### config.mk
export PLATFORM = sky130hd
export DESIGN_NAME = vga_data_sequencer
export DESIGN_NICKNAME = d
export VERILOG_FILES = /design/src/rtl/vga_data_sequencer.sv
export SDC_FILE = /design/constraint.sdc
export NUM_CORES = 1
export LEC_CHECK = 0
export BUFFER_PORTS_ARGS = -buffer_cell sky130_fd_sc_hd__buf_4
export CAP_MARGIN = 20
export CORE_MARGIN = 2
export CORE_UTILIZATION = 60
export DETAILED_ROUTE_END_ITERATION = 6
export PLACE_DENSITY = 0.77
export SYNTH_ARGS = -nofsm -noshare
export SYNTH_HDL_FRONTEND = slang
export SYNTH_SLANG_ARGS = --single-unit
### constraint.sdc
create_clock -name clk -period 2.5 [get_ports clk]
set_clock_uncertainty 0.1 [all_clocks]
set_input_delay 0.25 -clock clk [delete_from_list [all_inputs] [get_ports clk]]
set_output_delay 0.25 -clock clk [all_outputs]
set_load 0.03 [all_outputs]
### src/rtl/vga_data_sequencer.sv
// vga_data_sequencer: drives the VGA data-select mux and the sec/min/hour VGA
// register load enables. In display mode it periodically reads the three RTC
// registers over the bus and loads each value into its VGA register. In edit
// mode it points the mux at RG1..RG3 so user edits show up live.
//
//   state | meaning
//   ------+---------------------------------------------------------------
//   IDLE  | waiting for the refresh interval to expire
//   REQ   | one cycle: read request issued for rd_addr, timeout counter loaded
//   WAIT  | rd_req held until rd_done or timeout expiry
//   LOAD  | one cycle: ld[idx] pulses (no pulse after a timeout), then advance
//   EDIT  | mux on RG1..RG3, all loads enabled every cycle
//
// A timed-out read also passes through LOAD (with no load enable) so rd_req
// always drops for at least one cycle between requests.
module vga_data_sequencer #(
  parameter int unsigned       ADDR_W      = 8,
  parameter logic [ADDR_W-1:0] ADDR_R0     = 8'h21,
  parameter logic [ADDR_W-1:0] ADDR_R1     = 8'h22,
  parameter logic [ADDR_W-1:0] ADDR_R2     = 8'h23,
  parameter int unsigned       REFRESH_CYC = 1_000_000,
  parameter int unsigned       TIMEOUT_CYC = 255
) (
  input  logic              clk,
  input  logic              rst_n,
  input  logic              edit_mode,
  output logic              rd_req,
  output logic [ADDR_W-1:0] rd_addr,
  input  logic              rd_done,
  output logic              seleccion,
  output logic              ld1,
  output logic              ld2,
  output logic              ld3,
  output logic              busy,
  output logic              timeout_err
);

  localparam int unsigned REF_W = $clog2(REFRESH_CYC);
  localparam int unsigned TMO_W = $clog2(TIMEOUT_CYC + 1);
  localparam logic [REF_W-1:0] REF_LOAD = REF_W'(REFRESH_CYC - 1);
  localparam logic [TMO_W-1:0] TMO_LOAD = TMO_W'(TIMEOUT_CYC - 1);

  typedef enum logic [2:0] {
    S_IDLE,
    S_REQ,
    S_WAIT,
    S_LOAD,
    S_EDIT
  } state_t;

  state_t           state;
  logic [1:0]       idx;
  logic [REF_W-1:0] refresh_cnt;
  logic [TMO_W-1:0] tmo_cnt;
  logic             scan_tmo;
  logic [2:0]       ld_q;

  function automatic logic [ADDR_W-1:0] addr_of(input logic [1:0] i);
    case (i)
      2'd0:    addr_of = ADDR_R0;
      2'd1:    addr_of = ADDR_R1;
      default: addr_of = ADDR_R2;
    endcase
  endfunction

  function automatic logic [2:0] ld_of(input logic [1:0] i);
    ld_of = 3'b001 << i;
  endfunction

  assign ld1 = ld_q[0];
  assign ld2 = ld_q[1];
  assign ld3 = ld_q[2];

  // Sequencer FSM; every output is a register updated on the state transition.
  always_ff @(posedge clk or negedge rst_n) begin
    if (!rst_n) begin
      state       <= S_IDLE;
      idx         <= 2'd0;
      refresh_cnt <= REF_LOAD;
      tmo_cnt     <= '0;
      scan_tmo    <= 1'b0;
      rd_req      <= 1'b0;
      rd_addr     <= ADDR_R0;
      seleccion   <= 1'b0;
      ld_q        <= 3'b000;
      busy        <= 1'b0;
      timeout_err <= 1'b0;
    end else begin
      case (state)
        S_IDLE: begin
          if (edit_mode) begin
            state     <= S_EDIT;
            seleccion <= 1'b1;
            ld_q      <= 3'b111;
          end else if (refresh_cnt == '0) begin
            state    <= S_REQ;
            idx      <= 2'd0;
            rd_req   <= 1'b1;
            rd_addr  <= ADDR_R0;
            busy     <= 1'b1;
            scan_tmo <= 1'b0;
          end else begin
            refresh_cnt <= refresh_cnt - 1'b1;
          end
        end

        S_REQ: begin
          state   <= S_WAIT;
          tmo_cnt <= TMO_LOAD;
        end

        S_WAIT: begin
          // rd_done wins over a timeout expiring in the same cycle
          if (rd_done) begin
            state  <= S_LOAD;
            rd_req <= 1'b0;
            ld_q   <= ld_of(idx);
          end else if (tmo_cnt == '0) begin
            state       <= S_LOAD;
            rd_req      <= 1'b0;
            timeout_err <= 1'b1;
            scan_tmo    <= 1'b1;
          end else begin
            tmo_cnt <= tmo_cnt - 1'b1;
          end
        end

        S_LOAD: begin
          ld_q <= 3'b000;
          if (idx == 2'd2 && !scan_tmo) begin
            timeout_err <= 1'b0;
          end
          if (edit_mode) begin
            // remainder of the scan is dropped; next scan restarts at idx 0
            state     <= S_EDIT;
            idx       <= 2'd0;
            busy      <= 1'b0;
            seleccion <= 1'b1;
            ld_q      <= 3'b111;
            if (idx == 2'd2) begin
              refresh_cnt <= REF_LOAD;
            end
          end else if (idx == 2'd2) begin
            state       <= S_IDLE;
            idx         <= 2'd0;
            busy        <= 1'b0;
            refresh_cnt <= REF_LOAD;
          end else begin
            state   <= S_REQ;
            idx     <= idx + 2'd1;
            rd_req  <= 1'b1;
            rd_addr <= addr_of(idx + 2'd1);
          end
        end

        S_EDIT: begin
          if (!edit_mode) begin
            // zero count so a fresh scan starts right after leaving edit
            state       <= S_IDLE;
            refresh_cnt <= '0;
            seleccion   <= 1'b0;
            ld_q        <= 3'b000;
          end else begin
            ld_q <= 3'b111;
          end
        end

        default: begin
          state  <= S_IDLE;
          rd_req <= 1'b0;
          ld_q   <= 3'b000;
          busy   <= 1'b0;
        end
      endcase
    end
  end

endmodule

Yosys cells after proc, flatten, opt, wreduce, memory -nomap -nowiden

Cells that the tools add are included.

Bitwise operators: 3
Add/subtract/negate cells: 3
Shift operators: 1
Equal/unequal tests: 23
Reductions and logical operators: 27
Muxes and demuxes: 51

Operators with widths:

| operator                | count |
|---|---|
| $mux W20                | 4 |
| $pmux W20 S3            | 1 |
| $mux W8                 | 6 |
| $pmux W8 S2             | 2 |
| $mux W3                 | 9 |
| $ne A2 B2 Y1 const B    | 13 |
| $logic_not A20 Y1       | 1 |
| $sub A20 B1 Y20 const B | 1 |
| $mux W1                 | 16 |
| $pmux W3 S5             | 1 |
| $reduce_and A3 Y1       | 5 |
| $reduce_and A5 Y1       | 3 |
| $pmux W3 S4             | 1 |
| $reduce_bool A2 Y1      | 5 |
| $ne A3 B3 Y1 const B    | 3 |
| $logic_not A8 Y1        | 1 |
| $mux W2                 | 4 |
| $pmux W2 S2             | 2 |
| $reduce_and A4 Y1       | 2 |
| $sub A8 B1 Y8 const B   | 1 |
| $eq A3 B2 Y1 const B    | 2 |
| $pmux W1 S2             | 3 |
| $reduce_and A6 Y1       | 1 |
| $reduce_or A2 Y1        | 3 |
| other kinds (16)        | 18 |

Word-level logic and storage cells: 119
Register bits after elaboration: 49
Output and inout bits: 15

Depth between registers and ports, before layout

Gate-level depths: netlist (run 1).

Word-level depth: 6
Mapped depth: 8
Depth with buffers taken out: 7

Least setup slack after synthesis (run 1)

OpenSTA, ideal clock, no wires.

Path type: register to register
Start point: register refresh_cnt[0]
End point: register refresh_cnt[8]
Arrival: 1.993 ns
Setup slack: 0.341 ns
Library setup time: 0.066 ns
Stages on the path, launching flop included: 9
Required time: 2.334 ns
Path through: dfstp_2 -> inv_1 -> ha_1 -> nor4b_1 -> nand4b_1 -> o21ai_1 -> buf_2 -> or4_1 -> nand2_1

Longest elaborated chain between the ends: 4

Ends and longest elaborated chain:

| item                   | line | text |
|---|---|---|
| start, declared        | 53   | `logic [REF_W-1:0] refresh_cnt;` |
| start signal, assigned | 103  | `refresh_cnt <= refresh_cnt - 1'b1;` |
| $sub A20 B1 Y20        | 103  |  |
| $mux W20               | 95   | `end else if (refresh_cnt == '0) begin` |
| $mux W20               | 91   | `if (edit_mode) begin` |
| $pmux W20 S3           | 89   | `case (state)` |

Parallel ways exist; a longest one is shown, timed or not. The select of a mux whose other input is x is not followed.
A chain may end at the register's enable or synchronous reset.

Worst setup path after layout (run 1)

Start point: register refresh_cnt[6]
End point: register idx[1]

Longest elaborated chain between the ends: 3

Ends and longest elaborated chain:

| item                        | line | text |
|---|---|---|
| $logic_not A20 Y1           | 95   |  |
| $ne A2 B2 Y1 (no line)      | --   |  |
| $reduce_and A3 Y1 (no line) | --   |  |
| end signal, assigned        | 150  | `idx <= idx + 2'd1;` |
| end, declared               | 52   | `logic [1:0] idx;` |

No other way between the ends.

==> flow_summary.yaml, run 1 <==
floorplan:
  die_area_um2: 4681
  start_util: 0.6225
  core-area_um2: 4000
  io_pins: 19
  die_h_um: 68.42
  fp.dieW_um: 68.42
  fp-row-count: 23
sta:
  tns_ps: 0
  grt_setup_unrepaired: "false"
  fin_crit_ps: 2299
  worst_pin_slew_ps: 537.1
  maxSlewViolCount: 0
  finalSetupViolCount: 0
  fmax_mhz: 435.0
  hold_viol: 0
  timing.slew.headroom: 0.6397
  fin_crit_sh: 0.9195
drt:
  drtPass1Iterations: 4
  drt_iter0_markers: 164
  post_drt_wl_per_cell_um: 15.56
  vias: 2181
  avgViaCountPerCell: 6.126
  routed_wirelength_um: 5538
  drtAntennaViolNets: 0
  drc: 0
global_route:
  antenna_found_initial: 0
  grt_max_degree: 44
  grt_pass1_vias: 1933
  grt_overflow: 0
  grt_util_all_layers: 0.2500
  grt_pass1_wl_um: 8776
place:
  placed_area_um2: 2643
  post-dp-hpwl_um: 3782
  globalplace.congestion: 0.8612
  io_buffers: 12
logic_synthesis:
  ys_seq_elements: 43
  synth_ff_type: "dfrtp_1"
  synth_warnings: 0
  seq_area_frac_synth: 0.4387
  async_reset_ff_frac: 1.000
  synth.cell_area_um2: 2490
  yosysUniqueCellTypes: 51
  synthCells: 290
  syn_avg_cell_area_um2: 8.586
  synth_edf_count: 0
setup_path:
  crit_type: "register to register"
  cp_common_cell: "nand4b_1"
  cp.arrival_ps: 2370
  critPathSlowestCell: "or4_1"
  cp-end-kind: "register"
  start_kind: "register"
  slowest_delay_ps: 580
  required_ps: 2570
  worstPathMaxFanout: 8
  path_buf_inv: 1
  r2r_start: "refresh_cnt[6]"
  path_cells: "or4_1, nand4b_1, buf_4, nand4b_1, a21oi_1, o22ai_1"
  crit_family: "simple AND/OR/NAND/NOR gates"
  setup.worst_path.start: "refresh_cnt[6]"
cells_and_area:
  final_util: 0.6941
  antenna_cells: 0
  fin_nets: 312
  finalInstanceArea_um2: 2776
  area_growth_pct: 11.51
  final_common_cell: "o21ai_0"
  layout-drive-gt1-share: 0.1699
  final_cell_mix: "o21ai_0, nor2_1, dfrtp_1"
clocking:
  cts_tree: "built"
  ctsHtreeMaxLevel: 2
  cts_setup_buffers: 0
  cts_root_buf: "clkbuf_8"
  insertion_delay_ps: 300
  numCtsBuffers: 5
  cts.sinks: 43
  clockBufferDepth: 2
  clk_pin_slew_ps: 90
hold_path:
  hp-class: "input port to register"
  worstHoldStart: "edit_mode"
pwr:
  power_density_nw_per_um2: 1266
  ir_drop_mv: 0.6090
  p_leak_nw: 1.113
job:
  maxCapViolations: 0
run_status:
  outcome: "finished, final reports clean"
-- stage by stage --
step / power (W) / cells / worst slack, ps / hold slack [ps]
2_1_floorplan: 0.002426 / 294 / 341.2 / -145.6
3_3_place_gp: 0.002878 / 347 / 299.2 / 163.3
3_5_place_dp: 0.002927 / 347 / 258.6 / 167.6
4_1_cts: 0.003505 / 356 / 215.0 / 192.5
5_1_grt: 0.003771 / 356 / 53.34 / 199.1
6_report: 0.003516 / 356 / 201.2 / 202.7
-- registers in the layout (all words and copies together) (netlist names) --
signal       cells
tmo_cnt          8
rd_addr          2
timeout_err      1
state            3
scan_tmo         1
refresh_cnt     20
busy             1
ld_q             3
rd_req           1
seleccion        1
idx              2
-- logic make-up after synthesis --
logic type               count (synthesis)  synth area share
AND/OR/NAND/NOR                        114            0.2442
AO/OA/AOI/OAI                           91            0.2196
flip-flops                              43            0.4387
buffers and inverters                   31           0.05728
XOR/XNOR                                 4           0.01407
adder cells (fa/ha/maj)                  3           0.01508
other                                    2          0.003016
multiplexers                             2          0.008041
-- where the power goes --
group          switching [W]  total, W  internal [W]
logic                0.00105   0.00172      0.000675
registers           0.000241   0.00123      0.000991
clock network       0.000240  0.000564      0.000323
total                0.00153   0.00352       0.00199
-- cell usage after synthesis, types with 2 or more instances --
library cell | number | area (um^2)
a221o_1 | 2 | 20.02
a41oi_1 | 2 | 17.52
a211oi_1 | 2 | 15.01
a31oi_1 | 2 | 12.51
nor4_1 | 8 | 50.05
o21ai_0 | 31 | 155.2
dfrtp_1 | 30 | 750.7
nand2_1 | 23 | 86.33
a22oi_1 | 2 | 15.01
mux2i_1 | 2 | 20.02
nand2b_1 | 2 | 12.51
xor2_1 | 2 | 17.52
conb_1 | 2 | 7.510
o31ai_1 | 3 | 22.52
a21oi_1 | 26 | 130.1
ha_1 | 3 | 37.54
xnor2_1 | 2 | 17.52
and3_1 | 2 | 12.51
nor2b_1 | 2 | 12.51
clkbuf_1 | 12 | 45.04
nand4b_1 | 3 | 26.28
o211ai_1 | 3 | 22.52
or4_1 | 5 | 37.54
o22ai_1 | 5 | 31.28
nor3_1 | 6 | 30.03
nor4b_1 | 2 | 17.52
o22a_1 | 2 | 17.52
inv_1 | 10 | 37.54
o31a_1 | 2 | 17.52
or3_1 | 11 | 68.82
nor3b_1 | 2 | 15.01
buf_4 | 6 | 45.04
buf_2 | 3 | 15.01
dfstp_2 | 13 | 341.6
o21a_1 | 3 | 22.52
nand3b_1 | 2 | 15.01
nor2_1 | 30 | 112.6
nand3_1 | 8 | 40.04
and2_1 | 2 | 12.51
-- layer usage --
layer / track usage / up-vias / wire length [um]
li1: - / 1079 / -
met1: 0.3333 / 1033 / 2514
met2: 0.4063 / 62 / 2719
met3: 0.06414 / 7 / 247
met4: 0.06000 / 0 / 57
met5: 0 / - / 0
-- worst paths after layout --
check                                   to  slack (ps)  cells after the start
min                               state[2]         200                      2
min in group asynchronous  refresh_cnt[12]         370                      2
min reg2reg                        ld_q[2]         400                      1
max reg2reg                         idx[1]         200                      6
max                                 idx[1]         200                      6
max in group asynchronous  refresh_cnt[19]        1550                      2
-- cell type report --
class	instances	area, um^2
Timing Repair Buffer	25	190.2
Clock buffer	6	82.58
Clock inverter	2	35.03
Tap cell	50	62.56
Sequential cell	43	1092
Inverter	10	37.54
Fill cell	320	1224
Multi-Input combinational cell	220	1276
-- repair_timing --
action	CTS	global route
endpoints found under the hold margin	30	0
endpoints found under the setup margin	0	1
gates resized for setup	0	1
hold buffers	1	0
Note: power is estimated with default switching activity, not from simulation.
==> run 2: changes to the inputs <==
==> constraint.sdc (replaced) <==
create_clock -name clk -period 2.2 [get_ports clk]
set_clock_uncertainty 0.1 [all_clocks]
set_input_delay 0.22 -clock clk [delete_from_list [all_inputs] [get_ports clk]]
set_output_delay 0.22 -clock clk [all_outputs]
set_load 0.03 [all_outputs]
==> run 2 against run 1 <==
Compared with the run above:
- the run now ends with setup timing left
- final area rose by 11%
- largest power group unchanged
- routed wire length increased by 12%
- sequential cell count stayed put
- count of clock-buffer cells in the layout is 1 higher
- core utilization grew 7.5 points
- non-clock buffer count increased by 27
- largest cell class unchanged
- sequential share of layout area shrank 3.9 points
- die area stayed put
- register-to-register slack worse by 270 ps
==> flow_summary.yaml, run 2 (synthesis gave the netlist of run 1 again) <==
drt:
  post_drt_wl_per_cell_um: 16.26
  drtPass1Iterations: 5
  drtAntennaViolNets: 0
  routed_wirelength_um: 6229
  drc: 0
  drt_iter0_markers: 177
  vias: 2360
  avgViaCountPerCell: 6.162
global_route:
  grt_overflow: 0
  grt_pass1_wl_um: 9742
  grt_pass1_vias: 2148
  antenna_found_initial: 0
  grt_max_degree: 44
  grt_util_all_layers: 0.2829
sta:
  timing.slew.headroom: 0.6342
  fmax_mhz: 441.0
  finalSetupViolCount: 1
  maxSlewViolCount: 0
  fin_crit_ps: 2268
  hold_viol: 0
  grt_setup_unrepaired: "true"
  fin_crit_sh: 1.031
  worst_pin_slew_ps: 548.6
  setup_slack_ps: -67.81
cells_and_area:
  largest-register: "refresh_cnt"
  layout.cells.non_filler: 383
  final_common_cell: "buf_4"
  antenna_cells: 0
  final_cell_mix: "buf_4, nor2_1, o21ai_0, dfrtp_1"
  largest_register_ffs: 20
  seq_area_um2: 1092
  n_fill_cell: 299
  fin_nets: 339
  multi_input_area_um2: 1386
  area_growth_pct: 23.62
  top_regs: "refresh_cnt (20), tmo_cnt (8)"
  finalInstanceArea_um2: 3078
  layout-drive-gt1-share: 0.2973
  final_util: 0.7695
clocking:
  cts_root_buf: "clkbuf_8"
  clk_pin_slew_ps: 80
  insertion_delay_ps: 300
  clockBufferDepth: 2
  ctsHtreeMaxLevel: 2
  cts_tree: "built"
  numCtsBuffers: 5
  cts.sinks: 43
setup_path:
  start_kind: "register"
  ff2ff_setup_slack_ps: -70
  r2r_cells: 5
  path_buf_inv: 0
  crit_type: "register to register"
  cp.arrival_ps: 2400
  path_cells: "or4_4, or3_4, or3_4, or3_4, a21oi_2"
  cp_common_cell: "or3_4"
  slowest_delay_ps: 550
  cp-end-kind: "register"
  r2r_start: "refresh_cnt[1]"
  crit_family: "simple AND/OR/NAND/NOR gates"
  r2r-end: "refresh_cnt[11]"
  required_ps: 2330
  worstPathMaxFanout: 3
  critPathSlowestCell: "or4_4"
job:
  maxCapViolations: 0
floorplan:
  io_pins: 19
  start_util: 0.6225
  core-area_um2: 4000
  die_area_um2: 4681
  die_h_um: 68.42
  fp.dieW_um: 68.42
  fp-row-count: 23
place:
  dp_worst_setup_slack_ps: -27.10
  placed_cells: 369
  io_buffers: 12
  globalplace.congestion: 0.9265
  placed_area_um2: 2808
  post-dp-hpwl_um: 4149
run_status:
  violations: "setup timing"
  outcome: "complete, but fails checks"
pwr:
  ir_drop_mv: 0.7351
  p_leak_nw: 1.259
  design_power_total_w: 0.004442
  power_density_nw_per_um2: 1443
hold_path:
  holdPathEnd: "state[2]"
  worstHoldStart: "edit_mode"
  hp-class: "input port to register"
  hold_depth: 2
-- run 2: changes by cell type in the layout (fill, tap and decap cells not counted), sizes merged --
cell	previous run	this run
bufinv	1	0
buf	24	51
clkbuf	6	7
-- run 2: through the flow --
step	setup TNS (ps)	hold WS [ps]
after global routing	-168.1	166.2
after global placement	-18.61	138.1
final	-67.81	166.4
after CTS	-22.32	148.4
after floorplan	0	-175.6
after detailed placement	-47.37	139.4
-- run 2: worst max-delay path by stage --
stage,endpoint,startpoint,slack [ps],cells after the start
after floorplan,refresh_cnt[8],refresh_cnt[0],40,8
after global placement,refresh_cnt[14],refresh_cnt[9],-20,6
after detailed placement,refresh_cnt[14],refresh_cnt[9],-30,6
after CTS,refresh_cnt[11],refresh_cnt[1],-20,5
after global routing,refresh_cnt[11],refresh_cnt[1],-90,5
final,refresh_cnt[11],refresh_cnt[1],-70,5
-- run 2: metal layers --
metal / wire length [um] / vias to the layer above / global-route usage
li1: - / 1137 / -
met1: 2707 / 1140 / 0.3480
met2: 3115 / 70 / 0.4832
met3: 290 / 13 / 0.05757
met4: 116 / 0 / 0.1100
met5: 0 / - / 0
-- run 2: final cells by class --
| type | instances | share of cell area |
|---|---|---|
| clock inverters | 1 | 0.001626 |
| flip-flops and latches | 43 | 0.3549 |
| well taps | 50 | 0.02033 |
| inverters | 10 | 0.01220 |
| clock buffers | 7 | 0.02805 |
| multi-input cells | 220 | 0.4504 |
| repair buffers | 52 | 0.1325 |
-- run 2: repair_timing --
action,CTS,global route
resized for setup,3,28
endpoints found under the setup margin,4,22
hold buffers,1,0
buffers inserted,3,2
pin swaps,0,8
gates cloned,1,0
endpoints found under the hold margin,30,0
-- run 2: power by group --
| group | internal (W) | switching, W |
|---|---|---|
| Combinational | 0.00113 | 0.00139 |
| Clock | 0.000253 | 0.000269 |
| Sequential | 0.00113 | 0.000276 |
